File: src/rtl/inst_aligner_if.sv
// Fetch-side and decode-side handshake bundle for the RV32IC instruction aligner.
interface inst_aligner_if;
    logic        fetch_valid;
    logic        fetch_ready;
    logic [31:0] fetch_data;
    logic [31:0] fetch_pc;
    logic        flush;
    logic [31:0] flush_pc;
    logic        inst_valid;
    logic        inst_ready;
    logic [31:0] inst_data;
    logic [31:0] inst_pc;
    logic        inst_is_compressed;

    modport master (
        output fetch_valid, fetch_data, fetch_pc, flush, flush_pc, inst_ready,
        input  fetch_ready, inst_valid, inst_data, inst_pc, inst_is_compressed
    );

    modport slave (
        input  fetch_valid, fetch_data, fetch_pc, flush, flush_pc, inst_ready,
        output fetch_ready, inst_valid, inst_data, inst_pc, inst_is_compressed
    );
endinterface

File: src/rtl/inst_aligner.sv
// Splits word-aligned 32-bit fetch words into a stream of 16/32-bit instructions,
// stitching instructions that straddle two fetch words via a held halfword.
module inst_aligner (
    input  logic           clk,
    input  logic           reset_n,
    inst_aligner_if.slave  bus
);

    logic        w_valid_r;
    logic [31:0] w_data_r;
    logic [31:0] w_pc_r;
    logic        w_off_r;
    logic        h_valid_r;
    logic [15:0] h_data_r;
    logic [31:0] h_pc_r;
    logic        skip_low_r;

    logic        inst_valid_s;
    logic [31:0] inst_data_s;
    logic [31:0] inst_pc_s;
    logic        adv_off_s;
    logic        clear_w_s;
    logic        move_h_s;
    logic        handshake_s;
    logic        w_drain_s;
    logic        fetch_ready_s;
    logic        accept_s;

    // Output selection from registered H/W state, plus the state-update intents.
    always_comb begin
        inst_valid_s = 1'b0;
        inst_data_s  = 32'h0000_0000;
        inst_pc_s    = 32'h0000_0000;
        adv_off_s    = 1'b0;
        clear_w_s    = 1'b0;
        move_h_s     = 1'b0;
        if (h_valid_r) begin
            if (w_valid_r) begin
                inst_valid_s = 1'b1;
                inst_data_s  = {w_data_r[15:0], h_data_r};
                inst_pc_s    = h_pc_r;
                adv_off_s    = 1'b1;
            end else begin
                inst_valid_s = 1'b0;
            end
        end else if (w_valid_r) begin
            if (!w_off_r) begin
                inst_valid_s = 1'b1;
                inst_pc_s    = w_pc_r;
                if (w_data_r[1:0] != 2'b11) begin
                    inst_data_s = {16'h0000, w_data_r[15:0]};
                    adv_off_s   = 1'b1;
                end else begin
                    inst_data_s = w_data_r;
                    clear_w_s   = 1'b1;
                end
            end else begin
                if (w_data_r[17:16] != 2'b11) begin
                    inst_valid_s = 1'b1;
                    inst_data_s  = {16'h0000, w_data_r[31:16]};
                    inst_pc_s    = w_pc_r + 32'd2;
                    clear_w_s    = 1'b1;
                end else begin
                    // Upper half starts a 32-bit instruction: park it in H (one bubble).
                    move_h_s = 1'b1;
                end
            end
        end else begin
            inst_valid_s = 1'b0;
        end
    end

    assign handshake_s   = inst_valid_s & bus.inst_ready & ~bus.flush;
    assign w_drain_s     = (handshake_s & clear_w_s) | move_h_s;
    assign fetch_ready_s = ~bus.flush & (~w_valid_r | w_drain_s);
    assign accept_s      = bus.fetch_valid & fetch_ready_s;

    assign bus.fetch_ready        = fetch_ready_s;
    assign bus.inst_valid         = inst_valid_s;
    assign bus.inst_data          = inst_data_s;
    assign bus.inst_pc            = inst_pc_s;
    assign bus.inst_is_compressed = inst_valid_s & (inst_data_s[1:0] != 2'b11);

    // Word/halfword buffer and redirect-offset state.
    always_ff @(posedge clk or negedge reset_n) begin
        if (!reset_n) begin
            w_valid_r  <= 1'b0;
            w_data_r   <= 32'h0000_0000;
            w_pc_r     <= 32'h0000_0000;
            w_off_r    <= 1'b0;
            h_valid_r  <= 1'b0;
            h_data_r   <= 16'h0000;
            h_pc_r     <= 32'h0000_0000;
            skip_low_r <= 1'b0;
        end else if (bus.flush) begin
            w_valid_r  <= 1'b0;
            h_valid_r  <= 1'b0;
            skip_low_r <= bus.flush_pc[1];
        end else begin
            if (handshake_s && adv_off_s) begin
                w_off_r <= 1'b1;
            end
            if (handshake_s && clear_w_s) begin
                w_valid_r <= 1'b0;
            end
            if (handshake_s && h_valid_r) begin
                h_valid_r <= 1'b0;
            end
            if (move_h_s) begin
                h_valid_r <= 1'b1;
                h_data_r  <= w_data_r[31:16];
                h_pc_r    <= w_pc_r + 32'd2;
                w_valid_r <= 1'b0;
            end
            // A new word may land in the same cycle W drains.
            if (accept_s) begin
                w_valid_r  <= 1'b1;
                w_data_r   <= bus.fetch_data;
                w_pc_r     <= {bus.fetch_pc[31:2], 2'b00};
                w_off_r    <= skip_low_r;
                skip_low_r <= 1'b0;
            end
        end
    end

endmodule
File: src/flat_wrapper.sv
// flat-port wrapper written by rule: the top's interface ports become plain ports
module inst_aligner_flat 
  (clk, reset_n, bus_fetch_valid, bus_fetch_data, bus_fetch_pc, bus_flush, bus_flush_pc, bus_inst_ready, bus_fetch_ready, bus_inst_valid, bus_inst_data, bus_inst_pc, bus_inst_is_compressed);
  inst_aligner_if bus_i ();
  input  logic clk;
  input  logic reset_n;
  input wire logic [$bits(bus_i.fetch_valid)-1:0] bus_fetch_valid;
  input wire logic [$bits(bus_i.fetch_data)-1:0] bus_fetch_data;
  input wire logic [$bits(bus_i.fetch_pc)-1:0] bus_fetch_pc;
  input wire logic [$bits(bus_i.flush)-1:0] bus_flush;
  input wire logic [$bits(bus_i.flush_pc)-1:0] bus_flush_pc;
  input wire logic [$bits(bus_i.inst_ready)-1:0] bus_inst_ready;
  output wire logic [$bits(bus_i.fetch_ready)-1:0] bus_fetch_ready;
  output wire logic [$bits(bus_i.inst_valid)-1:0] bus_inst_valid;
  output wire logic [$bits(bus_i.inst_data)-1:0] bus_inst_data;
  output wire logic [$bits(bus_i.inst_pc)-1:0] bus_inst_pc;
  output wire logic [$bits(bus_i.inst_is_compressed)-1:0] bus_inst_is_compressed;
  assign bus_i.fetch_valid = bus_fetch_valid;
  assign bus_i.fetch_data = bus_fetch_data;
  assign bus_i.fetch_pc = bus_fetch_pc;
  assign bus_i.flush = bus_flush;
  assign bus_i.flush_pc = bus_flush_pc;
  assign bus_i.inst_ready = bus_inst_ready;
  assign bus_fetch_ready = bus_i.fetch_ready;
  assign bus_inst_valid = bus_i.inst_valid;
  assign bus_inst_data = bus_i.inst_data;
  assign bus_inst_pc = bus_i.inst_pc;
  assign bus_inst_is_compressed = bus_i.inst_is_compressed;
  inst_aligner u_core (.clk(clk), .reset_n(reset_n), .bus(bus_i));
endmodule
File: config.mk
export PLATFORM = sky130hd
export DESIGN_NAME = inst_aligner_flat
export DESIGN_NICKNAME = d
export VERILOG_FILES = /design/src/rtl/inst_aligner_if.sv /design/src/rtl/inst_aligner.sv /design/src/flat_wrapper.sv
export SDC_FILE = /design/constraint.sdc
export NUM_CORES = 1
export LEC_CHECK = 0
export CAP_MARGIN = 20
export CORE_ASPECT_RATIO = 0.5
export CORE_UTILIZATION = 45
export CTS_BUF_LIST = sky130_fd_sc_hd__clkbuf_8
export CTS_CLUSTER_SIZE = 16
export DETAILED_ROUTE_END_ITERATION = 7
export PLACE_DENSITY_LB_ADDON = 0.25
export SLEW_MARGIN = 20
export SYNTH_ARGS = -nofsm -noshare
export SYNTH_HDL_FRONTEND = slang
export SYNTH_SLANG_ARGS = --single-unit
File: constraint.sdc
create_clock -name clk -period 2.81 [get_ports clk]
set_input_delay 0.7025 -clock clk [delete_from_list [all_inputs] [get_ports clk]]
set_output_delay 0.7025 -clock clk [all_outputs]
set_load 0.03 [all_outputs]
==> flow_summary.yaml, run 1 <==
status:
  status: "complete, no violations"
die:
  rows: 26
  core_mm2: 0.0105
  initial_utilization_pct: 47.8
  die_x_um: 152
  ios: 168
  die-area_mm2: 0.0117
  die_h_um: 76.8
worst_setup_path:
  cp_max_fo: 13
  cp-start-kind: "register"
  critPathArrivalTime_ns: 1.97
  slowest_delay_ns: 0.45
  rrSetupSlack_ns: 0.57
  critPathKind: "reg2out"
  crit_chain: "nand3_1, nor2b_2, buf_4, a22o_1, dlygate4sd2_1"
  worstPathRequired_ns: 2.11
  endpoint_kind: "output port"
  critPathSlowestCell: "dfrtp_1"
final_layout:
  drive_gt1_share_pct: 40.6
  area_delta_synth_final_pct: 37.7
  multi_input_area_mm2: 0.00202
  nets: 610
  finish.cell_count_without_fillers: 662
  diodes: 0
  fillers: 818
  ff_latch_area_mm2: 0.00283
min_path:
  min_path_type: "in2async"
yosys:
  synthDistinctLibCells: 29
  avgSynthCellArea_um2: 13.9
  synth-edff-count: 0
  yosysSeqAreaShare_pct: 56.1
  synthArstFlopShare_pct: 100
  syn_inst: 363
  ys_ff_latch: 113
  synth_area_mm2: 0.00504
  syn_nets: 464
  yosysWarnings: 0
  ys.flop_type: "dfrtp_1"
clock_network:
  numCtsBuffers: 17
  cts_tree: "done"
  post_cts_buffers: 0
  cts_sinks: 113
  cts_max_level: 4
  clkSlewWorstSetupHoldPaths_ns: 0.07
  cts-root-buf: "clkbuf_8"
  postCtsHoldBufs: 0
  cts_max_path_buffers: 2
  clkLatencyLatePin_ns: 0.42
drt:
  via_count: 3583
  ant_nets: 0
  drtIter0Drc: 204
  wl_per_cell_um: 16.8
  drc: 0
  via_per_inst: 5.41
  wirelength_um: 11100
  first_pass_iters: 7
placed_design:
  place_inst: 630
  globalplace.congestion: 0.805
  port_buffers: 133
  dpl_worst_slack_ns: -0.122
  dp.final_hpwl_um: 7510
timing:
  hold_viol_final: 0
  fmax_ghz: 0.374
  tightest_slew_ns: 0.593
  final.min_clock_period_ns: 2.68
  max-slew-margin-rel_pct: 60.5
  setup_viol: 0
  rsz0062_at_grt: "no"
  post-route-period-util_pct: 95.3
  fin_ws_ns: 0.133
  holdWs_ns: 0.291
  fin_skew_ns: 0.0108
  slew_violations: 0
power:
  power.switching_mw: 1.61
  power.leakage_nw: 3.28
  pwr-share-comb_pct: 25.3
  internal_power_mw: 3.97
  vdd.ir_drop.worst_mv: 0.373
  p_sw_share_pct: 28.9
  power_density_mw_per_mm2: 805
  total_power_mw: 5.58
  clockPowerShare_pct: 31.1
  power_frac_seq_pct: 43.7
global_route:
  grt_antenna_before_repair: 0
  grt_max_degree: 47
  grt_overflow_total: 0
  grt_pass1_vias: 3662
  track_usage_pct: 20.9
  grt_pass1_wl_um: 18500
flow_run:
  maxCapViolCount: 0
[synth_stat cells, types with 3 or more instances]
library cell | n | area, um2
a222oi_1 | 14 | 140
nand2b_1 | 6 | 37.5
nand2_1 | 4 | 15.0
inv_1 | 18 | 67.6
clkbuf_1 | 17 | 63.8
buf_6 | 6 | 67.6
and3_1 | 3 | 18.8
a21oi_1 | 6 | 30.0
mux2_1 | 4 | 45.0
o21ai_0 | 4 | 20.0
dfrtp_1 | 113 | 2830
mux2_2 | 103 | 1160
a22o_1 | 46 | 403
[state kept, by name (all words and copies together), names as in the netlist]
register and cells:
u_core.w_data_r 32, u_core.w_pc_r 30, u_core.skip_low_r 1, u_core.w_valid_r 1, u_core.h_data_r 16, u_core.h_valid_r 1, u_core.h_pc_r 31, u_core.w_off_r 1
[area by class of cell]
class / instances / area share [%]
multi-input cells: 206 / 29.1
clock buffers: 19 / 3.77
inverters: 18 / 0.974
clock inverters: 13 / 2.76
flip-flops and latches: 113 / 40.8
well taps: 140 / 2.52
repair buffers: 153 / 20.1
[cell families (layout without fill, tap and decap cells)]
kind of cell / after synthesis / after routing / synth area share [%]
muxes: 107 / 107 / 23.9
DFF: 113 / 113 / 56.1
buffers and inverters: 44 / 203 / 4.30
other: 1 / 1 / 0.0744
AOI/OAI and AO/OA: 75 / 75 / 12.7
and+or+nand+nor: 23 / 23 / 2.88
[worst max-delay path: cells and delay by family (launching register included)]
kind	cells	cell delay [ns]
flip-flops	1	0.45
AO/OA/AOI/OAI	1	0.16
AND/OR/NAND/NOR	2	0.34
buffers and inverters	2	0.60
[per-layer routing]
| metal | vias up | share of wire, % | global-route usage [%] |
|---|---|---|---|
| met5 | - | 0 | 0 |
| met4 | 0 | 1.0 | 7.43 |
| met3 | 10 | 5.2 | 5.30 |
| met2 | 104 | 47 | 32.7 |
| met1 | 1819 | 47 | 28.2 |
| li1 | 1650 | - | - |
[placed cells by master, fill, tap and decap left out, types with 2 or more instances in the layout]
| cell type | count |
|---|---|
| dfrtp_1 | 112 |
| mux2_2 | 103 |
| clkdlybuf4s50_1 | 66 |
| buf_4 | 65 |
| a22o_1 | 46 |
| inv_1 | 20 |
| clkbuf_8 | 19 |
| a222oi_1 | 14 |
| dlygate4sd2_1 | 13 |
| nand2b_1 | 6 |
| a21oi_1 | 5 |
| clkinv_2 | 5 |
| bufinv_16 | 5 |
| o21ai_0 | 4 |
| nand2_1 | 4 |
| mux2_1 | 4 |
| buf_12 | 4 |
| and3_1 | 3 |
| clkdlybuf4s15_1 | 3 |
| nand3b_1 | 2 |
| nor2_1 | 2 |
| a21oi_4 | 2 |
[stage by stage]
stage	cell area, um2	TNS (ns)	utilization, %
final	6940	0	65.8
after global routing	6940	0	65.8
after CTS	6930	0	65.7
after detailed placement	6480	-0.412	61.5
after global placement	6480	-0.315	61.5
after floorplan	5040	0	-
[power by group through the flow]
stage / Clock, mW / Combinational [mW] / Sequential [mW]
CTS: 1.78 / 1.43 / 2.43
detailed placement: 0 / 1.44 / 2.47
global route: 1.86 / 1.52 / 2.52
floorplan: 0 / 0.977 / 2.37
finish: 1.73 / 1.41 / 2.44
global placement: 0 / 1.41 / 2.44
[final timing paths]
| check | cells past startpoint | end | start |
|---|---|---|---|
| min | 1 | u_core.w_pc_r[21]$_DFFE_PN0P_ | reset_n |
| min in group clk | 1 | u_core.h_data_r[1]$_DFFE_PN0P_ | u_core.h_data_r[1]$_DFFE_PN0P_ |
| max in group asynchronous | 2 | u_core.h_data_r[11]$_DFFE_PN0P_ | reset_n |
| max | 5 | bus_inst_pc[2] | u_core.w_data_r[17]$_DFFE_PN0P_ |
| min reg2reg | 1 | u_core.h_data_r[1]$_DFFE_PN0P_ | u_core.h_data_r[1]$_DFFE_PN0P_ |
| max reg2reg | 5 | u_core.w_pc_r[10]$_DFFE_PN0P_ | u_core.h_valid_r$_DFFE_PN0P_ |
[repair_timing]
item | 4_1_cts | 5_1_grt
pin swaps | 0 | 0
cloned | 0 | 0
resized for setup | 19 | 6
endpoints found under the setup margin | 45 | 35
Note: power is estimated with default switching activity, not from simulation.
==> run 2: changes to the inputs <==
Clock period 2.81 ns to 3.15 ns, I/O delays scaled along.
==> run 2 against run 1 <==
Against the previous run: the run now ends with DRC left; first-iteration DRC count down 3.4%; via count fell by 0.14%; routed wire length grew 2.6%; utilization rose by 1.0 points; clock skew decreased by 0.0010 ns; largest cell class unchanged.
==> flow_summary.yaml, run 2 (synthesis results as in run 1) <==
status:
  status: "complete, but fails checks"
  violations: "DRC"
min_path:
  min_path_type: "in2async"
timing:
  rsz0062_at_grt: "no"
  timing.setup.tns_ns: 0
  fin_skew_ns: 0.00980
  max-slew-margin-rel_pct: 57.6
  post-route-period-util_pct: 96.8
  final.min_clock_period_ns: 3.05
  slew_violations: 0
  fmax_ghz: 0.328
  hold_viol_final: 0
  tightest_slew_ns: 0.636
  fin_ws_ns: 0.0998
  setup_viol: 0
power:
  power_density_mw_per_mm2: 703
  vdd.ir_drop.worst_mv: 0.380
  total_power_mw: 4.95
  power.leakage_nw: 3.63
drt:
  wirelength_um: 11400
  via_per_inst: 5.44
  wl_per_cell_um: 17.3
  first_pass_iters: 8
  via_count: 3578
  drc: 2
  ant_nets: 0
  drtIter0Drc: 197
worst_setup_path:
  critPathKind: "reg2out"
  slowest_delay_ns: 0.70
  critPathArrivalTime_ns: 2.26
  crit_chain: "and2_4, buf_12, a21o_1, clkdlybuf4s50_1"
  cp_max_fo: 18
  timing.rr.start: "u_core.h_valid_r$_DFFE_PN0P_"
  cp-start-kind: "register"
  rrSetupSlack_ns: 0.81
  startpoint: "u_core.w_valid_r$_DFFE_PN0P_"
  critPathSlowestCell: "clkdlybuf4s50_1"
  worstPathRequired_ns: 2.36
  endpoint_kind: "output port"
final_layout:
  area_delta_synth_final_pct: 39.8
  nets: 607
  largest_register: "u_core.w_data_r"
  layout_commonest_cell: "dfrtp_1"
  drive_gt1_share_pct: 36.9
  largestRegisters: "u_core.w_data_r (32), u_core.h_pc_r (31), u_core.w_pc_r (30)"
  layout_common_cells: "dfrtp_1, mux2_2, clkdlybuf4s50_1"
  largest_reg_flops: 32
  diodes: 0
global_route:
  grt_antenna_before_repair: 0
  grt_pass1_wl_um: 18300
  track_usage_pct: 20.7
  grt_max_degree: 51
  grt_pass1_vias: 3679
  grt_overflow_total: 0
die:
  rows: 26
  ios: 168
  die_x_um: 152
  initial_utilization_pct: 47.8
  core_mm2: 0.0105
  die-area_mm2: 0.0117
  die_h_um: 76.8
clock_network:
  cts_sinks: 113
  clkLatencyLatePin_ns: 0.42
  cts_max_path_buffers: 2
  postCtsHoldBufs: 0
  cts_max_level: 4
  numCtsBuffers: 17
  cts-root-buf: "clkbuf_8"
  cts_tree: "done"
  clkSlewWorstSetupHoldPaths_ns: 0.07
placed_design:
  globalplace.congestion: 0.803
  port_buffers: 133
  dpl_worst_slack_ns: 0.0633
  dp.final_hpwl_um: 7700
flow_run:
  maxCapViolCount: 0
-- run 2: metal layers --
layer / vias to the layer above / global-route usage [%] / share of wire (%)
met5: - / 0 / 0
met4: 0 / 7.03 / 0.91
met3: 11 / 5.12 / 5.8
met2: 127 / 33.5 / 49
met1: 1801 / 27.2 / 45
li1: 1639 / - / -
-- run 2: worst max-delay path, delay by kind of cell (launching register included) --
| kind | cells | cell delay (ns) |
|---|---|---|
| buffers and inverters | 2 | 0.89 |
| flip-flops | 1 | 0.48 |
| AND/OR/NAND/NOR | 1 | 0.36 |
| AO/OA/AOI/OAI | 1 | 0.12 |
-- run 2: repair_timing --
| item | CTS | global route |
|---|---|---|
| gates cloned | 0 | 0 |
| resized for setup | 1 | 31 |
| buffers inserted | 0 | 0 |
| setup endpoints to repair | 15 | 31 |
-- run 2: per-stage QoR --
step	utilization [%]	std cells	instance area [um2]	hold slack (ns)
finish	66.8	658	7040	0.393
global route	66.8	658	7040	0.424
CTS	66.1	658	6970	0.392
detailed placement	61.9	627	6530	0.448
global placement	61.9	627	6530	0.445
floorplan	-	363	5040	0.425
-- run 2: worst paths after layout --
kind | to | cells past startpoint
worst max-delay path | bus_inst_pc[1] | 4
min in group clk | u_core.h_data_r[1]$_DFFE_PN0P_ | 1
worst min-delay path | u_core.w_pc_r[28]$_DFFE_PN0P_ | 1
worst max register to register | u_core.w_pc_r[19]$_DFFE_PN0P_ | 6
worst min register to register | u_core.h_data_r[1]$_DFFE_PN0P_ | 1
max in group asynchronous | u_core.w_data_r[7]$_DFFE_PN0P_ | 2
-- run 2: area by class of cell --
type                    instances  area (um2)
clock buffers                  20         275
well taps                     140         175
inverters                      18        67.6
repair buffers                150        1530
multi-input cells             206        2010
flip-flops and latches        113        2830
clock inverters                11         160
fillers                       821        3500
-- run 2: report_power, final --
part           total (mW)  switching (mW)  internal [mW]
combinational        1.28           0.583          0.699
clock                1.49           0.579          0.914
sequential           2.18           0.287           1.89
total                4.95            1.45           3.50
==> run 3: changes to the inputs <==
Settings changed: CORE_UTILIZATION 45 to 51, CTS_CLUSTER_SIZE 16 to 25.
==> run 3 against run 2 <==
Against the previous run: the run now ends clean; final cell count decreased by 0.76%; die area decreased by 12%; sequential share of layout area rose by 0.10 points; routed wire length shrank 0.27%; clock power rose by 6%; sequential power barely moved; worst hold slack worse by 0.037 ns; combinational power barely moved; via count is 0.81% lower; clock skew increased by 0.0024 ns; largest power group unchanged; register-to-register slack better by 0.08 ns; sequential cell count unchanged.
==> flow_summary.yaml, run 3 (synthesis results as in run 1) <==
status:
  status: "complete, no violations"
timing:
  hold_viol_final: 0
  post-route-period-util_pct: 98.5
  slew_violations: 0
  final.min_clock_period_ns: 3.10
  tightest_slew_ns: 0.629
  setup_viol: 0
  timing.setup.tns_ns: 0
  holdWs_ns: 0.356
  fmax_ghz: 0.322
  rsz0062_at_grt: "no"
  max-slew-margin-rel_pct: 58.1
  fin_skew_ns: 0.0122
worst_setup_path:
  rrSetupSlack_ns: 0.89
  critPathSlowestCell: "or4b_4"
  reg2reg_depth: 5
  crit_chain: "clkdlybuf4s50_1, inv_1, or4b_4, a21oi_1, buf_12"
  critPathKind: "in2out"
  endpoint_kind: "output port"
  cp_max_fo: 3
  critPathArrivalTime_ns: 2.31
  timing.rr.start: "u_core.h_valid_r$_DFFE_PN0P_"
  startpoint: "bus_inst_ready"
  cp-start-kind: "input port"
  slowest_delay_ns: 0.57
  reg2reg_to: "u_core.w_pc_r[7]$_DFFE_PN0P_"
  worstPathRequired_ns: 2.36
final_layout:
  drive_gt1_share_pct: 36.5
  fin_area_mm2: 0.00703
  nets: 606
  layout_commonest_cell: "dfrtp_1"
  diodes: 0
  largestRegisters: "u_core.w_data_r (32), u_core.h_pc_r (31), u_core.w_pc_r (30)"
  finish.cell_count_without_fillers: 653
  layout_common_cells: "dfrtp_1, mux2_2, clkdlybuf4s50_1"
  largest_register: "u_core.w_data_r"
  largest_reg_flops: 32
  area_delta_synth_final_pct: 39.5
die:
  core_mm2: 0.00951
  die_h_um: 72.3
  die_x_um: 143
  initial_utilization_pct: 53.0
  die-area_mm2: 0.0103
  rows: 25
  ios: 168
drt:
  via_per_inst: 5.43
  wl_per_cell_um: 17.4
  ant_nets: 0
  drc: 0
  routed-wl-met2_um: 5390
  drtIter0Drc: 232
  route.met3.wl_um: 692
  first_pass_iters: 5
  via_count: 3549
  wirelength_um: 11400
  drt-met1-wl_um: 5120
  dr.max_layer_used: "met4"
min_path:
  min_path_type: "in2async"
global_route:
  grt_antenna_before_repair: 0
  grt_overflow_total: 0
  grt_pass1_wl_um: 17800
  grt_pass1_vias: 3502
  track_usage_pct: 23.4
  grt_max_degree: 49
flow_run:
  maxCapViolCount: 0
clock_network:
  cts_max_level: 4
  cts_sinks: 113
  clkSlewWorstSetupHoldPaths_ns: 0.08
  cts_tree: "done"
  cts-root-buf: "clkbuf_8"
  numCtsBuffers: 17
  postCtsHoldBufs: 0
  clkLatencyLatePin_ns: 0.43
  cts_max_path_buffers: 2
placed_design:
  placed_cell_area_mm2: 0.00649
  dp.final_hpwl_um: 7440
  port_buffers: 133
  globalplace.congestion: 0.829
  place_inst: 621
power:
  power_density_mw_per_mm2: 716
  power.leakage_nw: 3.63
  vdd.ir_drop.worst_mv: 0.383
run 3: changes by cell type in the layout (fill, tap and decap cells not counted):
| cell | before | now |
|---|---|---|
| buf_12 | 6 | 4 |
| and2_4 | 1 | 0 |
| inv_1 | 18 | 19 |
| and2_2 | 0 | 1 |
| clkinv_2 | 5 | 2 |
| clkbuf_8 | 20 | 18 |
| a21oi_1 | 5 | 6 |
| bufinv_16 | 4 | 5 |
| buf_4 | 43 | 44 |
| a21oi_2 | 1 | 0 |
| clkinv_4 | 0 | 4 |
run 3: critical path, delay by kind of cell:
kind	cells	cell delay, ns
buffers and inverters	3	0.67
AND/OR/NAND/NOR	1	0.57
AO/OA/AOI/OAI	1	0.28
run 3: per-stage QoR:
step | power, mW | utilization [%] | setup slack (ns)
final | 5.03 | 73.9 | 0.0485
after floorplan | 2.99 | - | 0.466
after detailed placement | 3.50 | 68.3 | 0.0553
after global routing | 5.29 | 73.9 | 0.0180
after global placement | 3.43 | 68.3 | 0.0565
after CTS | 5.09 | 73.1 | 0.000769
run 3: how the worst max path moves through the flow:
| stage | slack [ns] | endpoint | cells past startpoint |
|---|---|---|---|
| finish | 0.05 | bus_fetch_ready | 5 |
| global route | 0.02 | bus_inst_data[16] | 6 |
| CTS | 0.0008 | bus_inst_pc[25] | 5 |
| detailed placement | 0.06 | bus_fetch_ready | 5 |
| global placement | 0.06 | bus_fetch_ready | 5 |
| floorplan | 0.47 | bus_fetch_ready | 3 |
run 3: layout make-up:
cell class | instances | area (um2)
Sequential cell | 113 | 2830
Fill cell | 656 | 2480
Multi-Input combinational cell | 206 | 2000
Timing Repair Buffer | 149 | 1500
Clock buffer | 18 | 248
Clock inverter | 14 | 214
Tap cell | 135 | 169
Inverter | 18 | 67.6
run 3: layer usage:
layer | vias up | track usage [%]
li1 | 1643 | -
met1 | 1775 | 30.0
met2 | 115 | 37.7
met5 | - | 0
met4 | 0 | 9.68
met3 | 16 | 6.86
run 3: repair_timing:
item,CTS,global route
setup endpoints to repair,0,30
resized for setup,0,30
buffers inserted,0,0
run 3: power breakdown:
group / internal [mW] / switching, mW / total [mW]
registers: 1.89 / 0.293 / 2.18
clock network: 0.961 / 0.618 / 1.58
logic: 0.693 / 0.580 / 1.27
total: 3.54 / 1.49 / 5.03
